**src/rtl/loader_pkg.sv**
```systemverilog
// Shared types and constants for the UART instruction-memory loader.
package loader_pkg;

    typedef enum logic [2:0] {
        LEN_LO,
        LEN_HI,
        CHECK,
        DATA,
        RUN,
        ERR
    } state_t;

    typedef enum logic [1:0] {
        PH_IDLE,
        PH_START,
        PH_DATA,
        PH_STOP
    } uart_phase_t;

    localparam int LEN_W  = 16;
    localparam int BYTE_W = 8;

endpackage

```
**src/rtl/uart_rx.sv**
```systemverilog
// 8N1 LSB-first UART receiver; expects an already-synchronised serial input.
module uart_rx
    import loader_pkg::*;
#(
    parameter int CLKS_PER_BIT = 868
) (
    input  logic              clk,
    input  logic              reset,
    input  logic              rx_sync,
    output logic              byte_valid,
    output logic [BYTE_W-1:0] byte_data,
    output logic              frame_err
);

    localparam int CNT_W = $clog2(CLKS_PER_BIT) + 1;
    localparam logic [CNT_W-1:0] HALF_M1 = CNT_W'(CLKS_PER_BIT / 2 - 1);
    localparam logic [CNT_W-1:0] FULL_M1 = CNT_W'(CLKS_PER_BIT - 1);

    uart_phase_t       phase;
    logic [CNT_W-1:0]  cnt;
    logic [2:0]        bit_idx;
    logic [BYTE_W-1:0] shreg;
    logic              rx_prev;

    always_ff @(posedge clk) begin
        if (reset) begin
            phase      <= PH_IDLE;
            cnt        <= '0;
            bit_idx    <= '0;
            rx_prev    <= 1'b1;
            byte_valid <= 1'b0;
            frame_err  <= 1'b0;
        end else begin
            rx_prev    <= rx_sync;
            byte_valid <= 1'b0;
            frame_err  <= 1'b0;
            case (phase)
                PH_IDLE: begin
                    cnt <= '0;
                    if (rx_prev && !rx_sync) phase <= PH_START;
                end
                // Mid-start re-check rejects short glitches on the line
                PH_START: begin
                    if (cnt == HALF_M1) begin
                        cnt     <= '0;
                        bit_idx <= '0;
                        phase   <= rx_sync ? PH_IDLE : PH_DATA;
                    end else begin
                        cnt <= cnt + 1'b1;
                    end
                end
                PH_DATA: begin
                    if (cnt == FULL_M1) begin
                        cnt     <= '0;
                        shreg   <= {rx_sync, shreg[BYTE_W-1:1]};
                        bit_idx <= bit_idx + 3'd1;
                        if (bit_idx == 3'd7) phase <= PH_STOP;
                    end else begin
                        cnt <= cnt + 1'b1;
                    end
                end
                PH_STOP: begin
                    if (cnt == FULL_M1) begin
                        cnt   <= '0;
                        phase <= PH_IDLE;
                        if (rx_sync) begin
                            byte_valid <= 1'b1;
                            byte_data  <= shreg;
                        end else begin
                            frame_err <= 1'b1;
                        end
                    end else begin
                        cnt <= cnt + 1'b1;
                    end
                end
                default: phase <= PH_IDLE;
            endcase
        end
    end

endmodule

```
**src/rtl/imem_uart_loader.sv**
```systemverilog
// Boot loader: receives a length-prefixed program over UART, writes it to
// instruction memory and holds the core in reset until the load completes.
module imem_uart_loader
    import loader_pkg::*;
#(
    parameter int CLKS_PER_BIT = 868,
    parameter int ADDR_W       = 8,
    parameter int IMEM_DEPTH   = 256
) (
    input  logic              clk,
    input  logic              reset,
    input  logic              rx,
    input  logic              load_req,
    output logic              imem_we,
    output logic [ADDR_W-1:0] imem_waddr,
    output logic [31:0]       imem_wdata,
    output logic              cpu_reset,
    output logic              busy,
    output logic              done,
    output logic              error,
    output logic [LEN_W-1:0]  words_loaded
);

    localparam logic [LEN_W:0] DEPTH_L = (LEN_W + 1)'(IMEM_DEPTH);

    logic              rx_sync_p0, rx_sync_p1;
    logic              byte_valid, frame_err;
    logic [BYTE_W-1:0] byte_data;
    state_t            state;
    logic [LEN_W-1:0]  len;
    logic [1:0]        byte_idx;
    logic [23:0]       word_buf;
    logic              bad_len, to_err;

    // Stage p0/p1: two-flop synchroniser for the asynchronous serial line
    always_ff @(posedge clk) begin
        if (reset) begin
            rx_sync_p0 <= 1'b1;
            rx_sync_p1 <= 1'b1;
        end else begin
            rx_sync_p0 <= rx;
            rx_sync_p1 <= rx_sync_p0;
        end
    end

    uart_rx #(.CLKS_PER_BIT(CLKS_PER_BIT)) u_rx (
        .clk        (clk),
        .reset      (reset),
        .rx_sync    (rx_sync_p1),
        .byte_valid (byte_valid),
        .byte_data  (byte_data),
        .frame_err  (frame_err)
    );

    assign bad_len = (len == '0) || ({1'b0, len} > DEPTH_L);
    assign to_err  = (busy && frame_err) || (state == CHECK && bad_len);

    always_ff @(posedge clk) begin
        if (reset) begin
            state        <= LEN_LO;
            len          <= '0;
            byte_idx     <= '0;
            cpu_reset    <= 1'b1;
            busy         <= 1'b1;
            done         <= 1'b0;
            error        <= 1'b0;
            imem_we      <= 1'b0;
            imem_waddr   <= '0;
            imem_wdata   <= '0;
            words_loaded <= '0;
        end else begin
            imem_we <= 1'b0;
            if (to_err) begin
                state     <= ERR;
                cpu_reset <= 1'b1;
                busy      <= 1'b0;
                error     <= 1'b1;
            end else begin
                case (state)
                    LEN_LO: if (byte_valid) begin
                        len[7:0] <= byte_data;
                        state    <= LEN_HI;
                    end
                    LEN_HI: if (byte_valid) begin
                        len[15:8] <= byte_data;
                        state     <= CHECK;
                    end
                    CHECK: state <= DATA;
                    DATA: begin
                        if (byte_valid) begin
                            byte_idx <= byte_idx + 2'd1;
                            case (byte_idx)
                                2'd0: word_buf[7:0]   <= byte_data;
                                2'd1: word_buf[15:8]  <= byte_data;
                                2'd2: word_buf[23:16] <= byte_data;
                                default: begin
                                    imem_we      <= 1'b1;
                                    imem_waddr   <= words_loaded[ADDR_W-1:0];
                                    imem_wdata   <= {byte_data, word_buf};
                                    words_loaded <= words_loaded + 16'd1;
                                end
                            endcase
                        end
                        // words_loaded already counts the write now on the bus
                        if (imem_we && words_loaded == len) begin
                            state     <= RUN;
                            cpu_reset <= 1'b0;
                            busy      <= 1'b0;
                            done      <= 1'b1;
                        end
                    end
                    RUN, ERR: if (load_req) begin
                        state        <= LEN_LO;
                        len          <= '0;
                        byte_idx     <= '0;
                        words_loaded <= '0;
                        cpu_reset    <= 1'b1;
                        busy         <= 1'b1;
                        done         <= 1'b0;
                        error        <= 1'b0;
                    end
                    default: state <= ERR;
                endcase
            end
        end
    end

endmodule
```
**config.mk**
```make
export PLATFORM = sky130hd
export DESIGN_NAME = imem_uart_loader
export DESIGN_NICKNAME = d
export VERILOG_FILES = /design/src/rtl/loader_pkg.sv /design/src/rtl/uart_rx.sv /design/src/rtl/imem_uart_loader.sv
export SDC_FILE = /design/constraint.sdc
export NUM_CORES = 1
export LEC_CHECK = 0
export CORE_MARGIN = 2
export CORE_UTILIZATION = 55
export DETAILED_ROUTE_END_ITERATION = 16
export DONT_BUFFER_PORTS = 1
export GPL_ROUTABILITY_DRIVEN = 0
export GPL_TIMING_DRIVEN = 0
export PLACE_DENSITY_LB_ADDON = 0.05
export SETUP_SLACK_MARGIN = 0.3
export SLEW_MARGIN = 20
export SYNTH_ARGS = -nofsm -noshare
export SYNTH_HDL_FRONTEND = slang
export SYNTH_SLANG_ARGS = --single-unit
```
**constraint.sdc**
```tcl
create_clock -name clk -period 3 [get_ports clk]
set_clock_uncertainty 0.15 [all_clocks]
set_input_delay 0.6 -clock clk [delete_from_list [all_inputs] [get_ports clk]]
set_output_delay 0.6 -clock clk [all_outputs]
set_load 0.01 [all_outputs]
```
# After elaboration in Yosys (flattened, before gate mapping)
# Cells that the tools add are included.
# totals
output_inout_bits	61
input_bits	4
regBits	143
elab_cells	150
# op_classes
n_eq_ne	29
reduce_logical	42
n_mux	41
add_sub_neg	4
order_cmp	1
bitwise_logic	7
# ops
op	n
$mux 16	3
$pmux 11 s3	1
$pmux 16 s2	1
$pmux 8 s2	2
$reduce_and 4->1	8
$reduce_and 5->1	5
$mux 11	2
$mux 3	7
$add 16x1->16 const B	1
$eq 16x16->1	1
$gt 16x9->1 const B	1
$logic_not 16->1	1
$mux 2	8
$ne 2x1->1 const B	8
$pmux 3 s5	1
$reduce_and 3->1	4
$reduce_bool 2->1	6
$add 11x1->11 const B	1
$eq 11x10->1 const B	1
$eq 11x9->1 const B	1
$mux 1	10
$eq 3x3->1 const B	3
$mux 8	1
$pmux 2 s4	1
other kinds (23)	46

# Depth between registers and ports, before layout
# Gate-level depths: netlist of the first run.
# depth
depth_word	6
mapped_depth	8
mapped_depth_nobuf	7

# Hierarchy
# From an unflattened synthesis of the first run, not the netlist that was laid out.
# hier_totals
hier_cells	572
area_unflattened_um2	6194.7
# modules_own_cells
module	cells_each	instances	seq_area_each_um2	area_each_um2
imem_uart_loader	458	1	2402.3	4820.9
uart_rx	114	1	860.8	1373.8

# Worst setup path before layout of the first run
# Ideal clock, no wire load.
# synth_timing
path_type	register to register
startpoint	register len[6]
endpoint	register word_buf[0], enable pin
setup_slack_ps	542
path_buffers	0
period_less_slack_ps	2458
setup_ps	332
path_stages_with_launch	6
arrival_time_ps	1976
t_required_ps	2518
cell_sequence	dfxtp_1 -> or4_4 -> or2_1 -> a311o_2 -> nor2_1 -> and3_1
# synth_via
elab_chain_cells	6
word_cells_on_any_way	7
cone_classes	order compare (1); bitwise (1); reduce/logical (5)
# synth_lines
item	line_no	rtl
start: declaration	imem_uart_loader.sv:30	logic [LEN_W-1:0] len;
start signal: assignment	imem_uart_loader.sv:81	len[7:0] <= byte_data;
$gt 16x9->1 / $logic_not 16->1 (equally long branches)	imem_uart_loader.sv:55	assign bad_len = (len == '0) || ({1'b0, len} > DEPTH_L);
$logic_or 1x1->1 (*)	imem_uart_loader.sv:55	
$logic_and 1x1->1 (*)	imem_uart_loader.sv:56	assign to_err = (busy && frame_err) || (state == CHECK && bad_len);
$logic_or 1x1->1 (*)	imem_uart_loader.sv:56	
$not 1->1 (no line) (*)	--	
$reduce_and 5->1 (no line) (*)	--	
end signal: assignment	imem_uart_loader.sv:93	2'd0: word_buf[7:0] <= byte_data;
end: declaration	imem_uart_loader.sv:32	logic [23:0] word_buf;
# Every way passes the cells marked *; elsewhere a longest branch is shown, timed or not.
# A chain may end at the register's enable or synchronous reset.

# Worst setup path in the final report of the first run
# layout_timing
startpoint	register len[2]
endpoint	register word_buf[22], enable pin
# Same word-level chain as after synthesis.

==> metrics.sh, run 1 <==
TIMING.FINAL.HOLD_VIOLATIONS=0
SYNTH_AREA_MM2=0.005808
DPL_CELL_AREA_MM2=0.005978
VIAS_PER_CELL=5.477
WORSTSKEWPAIRLATENCY_NS=0.52
YOSYSSEQAREASHARE_PCT=56.18
SW_FRAC_OF_TOTAL_PCT=21.13
ANT_NETS=0
CTS_TREE='done'
FINAL_PERIOD_MINUS_WORST_SETUP_SLACK_NS=2.645
POWER.DENSITY_CELL_AREA_mW_PER_MM2=635.0
ANTENNA_FOUND_INITIAL=0
TIMING.CRITICAL_PATH.TO_TYPE='flop'
SEQUENTIALPOWERSHARE_PCT=47.0
YS_FF_LATCH=143
ROUTED_WL_UM=12260
PLACEMENT_ROWS=37
GRT_PASS1_VIAS=3913
CRITPATHKIND='reg2reg'
TRITONCTS_NUM_SINKS=143
FINALSETUPVIOLATIONS=0
MAPPEDNETLISTNETS=604
MIN_PERIOD_OVER_PERIOD_PCT=88.15
F_MAX_MHz=378.1
CLOCK_TREE.ROOT_CELL='sky130_fd_sc_hd__clkbuf_8'
FINAL_CELL_AREA_MM2=0.006645
ROUTE.DETAILED.WL_PER_INST_UM=16.24
PORT_BUFFERS=0
HPWLAFTERDP_UM=8513
AVERAGE_CELL_AREA_AFTER_SYNTHESIS_UM2=9.894
YOSYS-TOP-CELLS-AREA='sky130_fd_sc_hd__dfxtp_1 (36%), sky130_fd_sc_hd__edfxtp_1 (21%), sky130_fd_sc_hd__nand2_1 (6.7%), sky130_fd_sc_hd__a21oi_1 (4.4%), sky130_fd_sc_hd__nor2_1 (3.2%)'
SYNTH_CELL_TYPES=60
DIE-WIDTH_UM=106.8
DATA_REQUIRED_CRITICAL_PATH_NS=3.07
CLK_PATH_BUF_DEPTH=2
N_ANTENNA_CELL=0
WORSTMARGINPINSLEW_NS=0.6515
STATUS='finished clean'
PIN_COUNT_OF_THE_BIGGEST_NET_ENTERING_GLOBAL_ROUTING=17
GRT_OVERFLOW_TOTAL=0
CTS_MADE_BUFFERS=17
NUMNETS_FINAL=623
GRT_PASS1_WL_UM=20020
ARRIVAL_NS=2.71
UNREPAIRED_SETUP_ENDPOINTS_AFTER_GLOBAL_ROUTING='yes'
FF2FF_SETUP_SLACK_NS=0.36
SYNTH-EDFF-COUNT=40
POST-SYNTH-TOP-AREA-FRACTION_PCT=35.50
FIRST_PASS_ITERS=5
NETSWITCHINGPOWER_W=0.0008916
LAYOUT-AREA-OVERHEAD-VS-SYNTH_PCT=14.41
CRITPATHMAXFANOUT=8
GRT_RESOURCE_USAGE_TOTAL_PCT=22.94
SLEW_HEADROOM_PCT=56.28
ROUTED-VIA-COUNT=4135
DRIVE_ABOVE_1_SHARE_PCT=10.34
YOSYS_WARNINGS=0
DIE-HEIGHT_UM=106.8
NETLIST.TOP_CELL.BY_AREA='sky130_fd_sc_hd__dfxtp_1'
MAXCAPVIOLATIONS=0
YS_ASYNC_SR_FRACTION_PCT=0
DRTITER0DRC=329
POWER_REPORT.INTERNAL_TOTAL_W=0.003328
CORE_AREA_MM2=0.01028
PATH_CLK_SLEW_NS=0.06
HOLD_FIX_BUFFER_COUNT_AFTER_CTS=0
TIMING.SETUP.TNS_NS=0
POSTSYNTHCELLCOUNT=587
POWER.LEAKAGE_nW=2.299
IR_DROP_uV=308.3
CRITPATHLAUNCHTYPE='flop'
PWR-SHARE-CLK_PCT=51.3
MIN_PATH_TYPE='in2reg'
CTS_POST_SETUP_BUFFERS_INSERTED=0
LOGIC_PWR_SHARE_PCT=1.7
HTREE_LEVELS=4
DRV_SLEW=0
DIEAREA_MM2=0.01140
PIN_COUNT=65
INITIAL_UTILIZATION_PCT=56.51
LAYOUT.FILLER_CELLS=860
DRT_DRC_VIOLATIONS_LEFT=0
DOMINANTREGCELLSYNTH='sky130_fd_sc_hd__dfxtp_1'
-- final timing paths --
| check | cells past startpoint | endpoint | startpoint |
|---|---|---|---|
| min | 1 | rx_sync_p0$_SDFF_PP1_ | rx |
| max | 5 | word_buf[22]$_DFFE_PP_ | len[2]$_SDFFE_PP0P_ |
| min reg2reg | 1 | rx_sync_p1$_SDFF_PP1_ | rx_sync_p0$_SDFF_PP1_ |
| max reg2reg | 5 | word_buf[22]$_DFFE_PP_ | len[2]$_SDFFE_PP0P_ |
-- per-layer routing --
layer | vias up | global-route usage (%) | wire, µm
met3 | 11 | 7.052 | 644
met2 | 106 | 35.85 | 5865
met1 | 1941 | 30.74 | 5633
li1 | 2077 | - | -
met4 | 0 | 7.143 | 116
met5 | - | 0 | 0
-- cell type report --
class | count | area, µm² | area share, %
clock buffer | 18 | 439.2 | 6.609
clock inverter | 14 | 175.2 | 2.636
sequential | 143 | 3263 | 49.11
multi-input combinational | 402 | 2424 | 36.47
buffer | 27 | 117.6 | 1.770
tap | 136 | 170.2 | 2.561
inverter | 15 | 56.30 | 0.8473
-- state kept, by name (all words and copies together), names as in the netlist, named ones only --
register,cells
state,3
u_rx.byte_data,8
u_rx.bit_idx,3
rx_sync_p0,1
cpu_reset,1
done,1
u_rx.frame_err,1
u_rx.phase,1
imem_waddr,8
byte_idx,2
imem_we,1
imem_wdata,32
rx_sync_p1,1
u_rx.byte_valid,1
len,16
u_rx.rx_prev,1
word_buf,24
busy,1
words_loaded,16
error,1
u_rx.shreg,8
u_rx.cnt,11
-- through the flow --
step	util [%]	instances	setup WS, ns	total power, W	hold slack [ns]
after floorplan	-	587	0.5424	0.002078	0.2395
after global placement	58.17	723	0.2427	0.002096	0.2429
after detailed placement	58.17	723	0.1978	0.002097	0.2497
after CTS	64.18	755	0.2888	0.004238	0.01549
after global routing	64.66	755	0.2667	0.004348	0.005136
final	64.66	755	0.3555	0.004220	0.03158
-- critical path, stage by stage, from the launching register on --
cell and delay, ns:
sky130_fd_sc_hd__dfxtp_1 0.33, sky130_fd_sc_hd__or4_1 0.62, sky130_fd_sc_hd__or2_1 0.30, sky130_fd_sc_hd__a311o_2 0.48
sky130_fd_sc_hd__nor2_2 0.18, sky130_fd_sc_hd__and3_4 0.29
-- synthesized netlist by cell type (3+ instances only) --
| master | count |
|---|---|
| sky130_fd_sc_hd__nor2_1 | 50 |
| sky130_fd_sc_hd__nor3_1 | 6 |
| sky130_fd_sc_hd__or3_1 | 3 |
| sky130_fd_sc_hd__nand3_1 | 18 |
| sky130_fd_sc_hd__a31o_2 | 3 |
| sky130_fd_sc_hd__and3_1 | 10 |
| sky130_fd_sc_hd__mux2i_1 | 17 |
| sky130_fd_sc_hd__o21ai_0 | 11 |
| sky130_fd_sc_hd__nand2b_1 | 6 |
| sky130_fd_sc_hd__clkbuf_1 | 18 |
| sky130_fd_sc_hd__nand4_1 | 14 |
| sky130_fd_sc_hd__inv_1 | 14 |
| sky130_fd_sc_hd__a21oi_1 | 51 |
| sky130_fd_sc_hd__nand2_1 | 103 |
| sky130_fd_sc_hd__and2_1 | 11 |
| sky130_fd_sc_hd__dfxtp_1 | 103 |
| sky130_fd_sc_hd__edfxtp_1 | 40 |
| sky130_fd_sc_hd__nor2b_1 | 5 |
| sky130_fd_sc_hd__xnor2_1 | 14 |
| sky130_fd_sc_hd__and4_1 | 4 |
| sky130_fd_sc_hd__buf_2 | 7 |
| sky130_fd_sc_hd__xor2_1 | 18 |
| sky130_fd_sc_hd__nor4_1 | 4 |
| sky130_fd_sc_hd__ha_1 | 13 |
-- power by group through the flow --
| stage | clock [W] | sequential [W] | combinational, W |
|---|---|---|---|
| global route | 0.00228 | 0.00198 | 0.0000813 |
| floorplan | 0 | 0.00202 | 0.0000529 |
| finish | 0.00216 | 0.00198 | 0.0000717 |
| CTS | 0.00218 | 0.00198 | 0.0000713 |
| global placement | 0 | 0.00203 | 0.0000699 |
| detailed placement | 0 | 0.00203 | 0.0000706 |
-- cell families after synthesis --
logic type / share of synthesized area [%]
mux: 2.930
buf+inv: 2.994
compound gates: 9.630
xor+xnor: 4.826
flops: 56.18
fa+ha+maj: 2.801
simple gates: 20.64
-- cells in the final DEF (no fill, tap or decap), types with 13 or more instances in the layout --
cell	n
sky130_fd_sc_hd__nand2_1	103
sky130_fd_sc_hd__dfxtp_1	103
sky130_fd_sc_hd__a21oi_1	51
sky130_fd_sc_hd__nor2_1	49
sky130_fd_sc_hd__edfxtp_1	40
sky130_fd_sc_hd__clkbuf_1	18
sky130_fd_sc_hd__nand3_1	18
sky130_fd_sc_hd__xor2_1	18
sky130_fd_sc_hd__mux2i_1	17
sky130_fd_sc_hd__clkbuf_16	17
sky130_fd_sc_hd__inv_1	14
sky130_fd_sc_hd__xnor2_1	14
sky130_fd_sc_hd__nand4_1	14
sky130_fd_sc_hd__ha_1	13
-- what timing repair did --
item	CTS	global route
setup endpoints to repair	24	85
gates resized for setup	3	10
hold endpoints to repair	0	0
(Power assumes the default switching activity.)
==> inputs of run 2 (changes only) <==
--- a/config.mk
+++ b/config.mk
@@ -11,6 +11,7 @@
 export DONT_BUFFER_PORTS = 1
 export GPL_ROUTABILITY_DRIVEN = 0
 export GPL_TIMING_DRIVEN = 0
+export HOLD_SLACK_MARGIN = 0.02
 export PLACE_DENSITY_LB_ADDON = 0.05
 export SETUP_SLACK_MARGIN = 0.3
 export SLEW_MARGIN = 20
==> run 2 against run 1 <==
  * Largest power group unchanged
  * Hold slack gained 0.22 ns
  * Critical path type unchanged
  * Combinational power grew 3%
  * Clock-buffer cell count is the same
  * Global-route usage is the same
  * Final cell count grew 0.13%
==> metrics.sh, run 2 (synthesized netlist as in run 1, its figures left out) <==
WORST_PATH_LARGEST_CELL_DELAY_NS=0.61  # was 0.62 ns
VIAS_PER_CELL=5.474  # was 5.477
BIGGESTREGSBYFLOPS='imem_wdata: 32 flops, word_buf: 24 flops'  # unchanged
GRTUSAGEMET2_PCT=35.85  # unchanged
ANTENNA_FOUND_INITIAL=0  # unchanged
MIN_PATH_TYPE='in2reg'  # unchanged
CP_CELL_SEQUENCE='or4_1 -> or2_1 -> a311o_2 -> nor2_2 -> and3_4'  # unchanged
MIN_PERIOD_OVER_PERIOD_PCT=87.92  # was 88.15%
DRT_DRC_VIOLATIONS_LEFT=0  # unchanged
GLOBAL_ROUTE_TRACK_USAGE_ON_MET3_PCT=7.052  # unchanged
FINAL_PERIOD_MINUS_WORST_SETUP_SLACK_NS=2.638  # was 2.645 ns
FINALSETUPVIOLATIONS=0  # unchanged
GRT_RESOURCE_USAGE_TOTAL_PCT=22.94  # unchanged
FIRST_PASS_ITERS=6  # was 5
TIMING.FINAL.HOLD_VIOLATIONS=0  # unchanged
DIE-WIDTH_UM=106.8  # unchanged
DRTITER0DRC=296  # was 329
WORSTPATHBUFFERINVERTERCOUNT=0  # unchanged
DRIVE_ABOVE_1_SHARE_PCT=10.32  # was 10.34%
TRITONCTS_NUM_SINKS=143  # unchanged
WORSTMARGINPINSLEW_NS=0.6466  # was 0.6515 ns
POWER.LEAKAGE_nW=2.304  # was 2.299 nW
TIMING.SETUP.TNS_NS=0  # unchanged
PLACEMENT_ROWS=37  # unchanged
ROUTE.DETAILED.WL_PER_INST_UM=16.28  # was 16.24 µm
N_ANTENNA_CELL=0  # unchanged
UNREPAIRED_SETUP_ENDPOINTS_AFTER_GLOBAL_ROUTING='yes'  # unchanged
WORST_PATH_DOMINANT_CELL_FAMILY='simple AND/OR/NAND/NOR gates'  # unchanged
WORSTSKEWPAIRLATENCY_NS=0.52  # about the same
PATH_CLK_SLEW_NS=0.06  # about the same
NUMNETS_FINAL=624  # was 623
CRITPATHMAXFANOUT=8  # unchanged
DIE-HEIGHT_UM=106.8  # unchanged
MOST-COMMON-LAYOUT-CELLS='sky130_fd_sc_hd__nand2_1 (103), sky130_fd_sc_hd__dfxtp_1 (103), sky130_fd_sc_hd__a21oi_1 (51)'  # unchanged
CLK_PATH_BUF_DEPTH=2  # unchanged
PIN_COUNT_OF_THE_BIGGEST_NET_ENTERING_GLOBAL_ROUTING=17  # unchanged
POWER.DENSITY_CELL_AREA_mW_PER_MM2=633.8  # was 635.0 mW/mm²
TIMING.CRITICAL_PATH.TO_TYPE='flop'  # unchanged
ARRIVAL_NS=2.70  # was 2.71 ns
DRV_SLEW=0  # unchanged
CORE_AREA_MM2=0.01028  # unchanged
LAYOUT-AREA-OVERHEAD-VS-SYNTH_PCT=14.58  # was 14.41%
STATUS='finished clean'  # unchanged
MAXCAPVIOLATIONS=0  # unchanged
CRITPATHLAUNCHTYPE='flop'  # unchanged
HTREE_LEVELS=4  # unchanged
MOST_USED_ROUTING_LAYER_IN_GLOBAL_ROUTING='met2'  # unchanged
FINAL-INSTANCE-COUNT-EXCL-FILL=756  # was 755
GRT_PASS1_VIAS=3913  # unchanged
HPWLAFTERDP_UM=8513  # unchanged
GLOBALROUTEMET1UTIL_PCT=30.74  # unchanged
NUMPLACEDINSTANCES=723  # unchanged
ROUTED_WL_UM=12310  # was 12260 µm
CRITICAL_PATH.SLOWEST_CELL='sky130_fd_sc_hd__or4_1'  # unchanged
DIEAREA_MM2=0.01140  # unchanged
ROUTED-VIA-COUNT=4138  # was 4135
UTILIZATION_PCT=64.76  # was 64.66%
IR_DROP_uV=308.2  # was 308.3 µV
LARGEST_REGISTER_FFS=32  # unchanged
SLEW_HEADROOM_PCT=56.61  # was 56.28%
F_MAX_MHz=379.1  # was 378.1 MHz
CLOCK_TREE.ROOT_CELL='sky130_fd_sc_hd__clkbuf_8'  # unchanged
PIN_COUNT=65  # unchanged
ANT_NETS=0  # unchanged
GRT_OVERFLOW_TOTAL=0  # unchanged
CRITPATHKIND='reg2reg'  # unchanged
PORT_BUFFERS=0  # unchanged
DATA_REQUIRED_CRITICAL_PATH_NS=3.07  # about the same
INITIAL_UTILIZATION_PCT=56.51  # unchanged
CTS_TREE='done'  # unchanged
TIMING.HOLD.WS_NS=0.2476  # was 0.03158 ns
CTS_MADE_BUFFERS=17  # unchanged
LARGEST_REGISTER='imem_wdata'  # unchanged
GRT_PASS1_WL_UM=20020  # unchanged
-- run 2: cell types whose count changed in the layout (fill, tap and decap cells not counted) --
cell                            change
sky130_fd_sc_hd__dlygate4sd3_1      +1
-- run 2: repair_timing --
action / CTS / global route
setup buffers: 0 / 0
endpoints found under the hold margin: 1 / 0
resized for setup: 3 / 10
endpoints found under the setup margin: 24 / 85
hold buffers: 1 / 0
-- run 2: layer usage --
layer	part of all wire (%)	up-vias
met5	0	-
met4	0.81	0
met3	4.4	8
met2	48	98
met1	47	1952
li1	-	2080
-- run 2: layout make-up --
cell class | count | area [µm²]
plain buffers | 27 | 117.6
clock buffers | 18 | 439.2
clock inverters | 14 | 175.2
fillers | 860 | 3622
inverters | 15 | 56.30
multi-input cells | 402 | 2424
flip-flops and latches | 143 | 3263
well taps | 136 | 170.2
repair buffers | 1 | 10.01
-- run 2: through the flow --
step	setup WS [ns]	cell area (µm²)	power, W
6_report	0.3623	6655	0.004218
5_1_grt	0.2667	6655	0.004349
4_1_cts	0.2888	6606	0.004239
3_5_place_dp	0.1978	5978	0.002097
3_3_place_gp	0.2427	5978	0.002096
2_1_floorplan	0.5424	5808	0.002078
-- run 2: path summary, 6_finish.rpt --
check / startpoint / endpoint / slack [ns] / cells after the start
setup reg to reg: len[2]$_SDFFE_PP0P_ / word_buf[0]$_DFFE_PP_ / 0.36 / 5
hold reg to reg: rx_sync_p0$_SDFF_PP1_ / rx_sync_p1$_SDFF_PP1_ / 0.27 / 1
hold / removal: load_req / byte_idx[0]$_SDFFE_PP0P_ / 0.25 / 3
setup / recovery: len[2]$_SDFFE_PP0P_ / word_buf[0]$_DFFE_PP_ / 0.36 / 5
-- run 2: worst reg2reg max path: stages (launching register included) --
cell and delay (ns):
sky130_fd_sc_hd__dfxtp_1 0.33, sky130_fd_sc_hd__or4_1 0.61, sky130_fd_sc_hd__or2_1 0.29, sky130_fd_sc_hd__a311o_2 0.48, sky130_fd_sc_hd__nor2_2 0.18, sky130_fd_sc_hd__and3_4 0.30
-- run 2: where the power goes --
| part | internal (W) | switching (W) |
|---|---|---|
| Combinational | 0.0000225 | 0.0000510 |
| Clock | 0.00133 | 0.000832 |
| Sequential | 0.00198 | 0.00000596 |
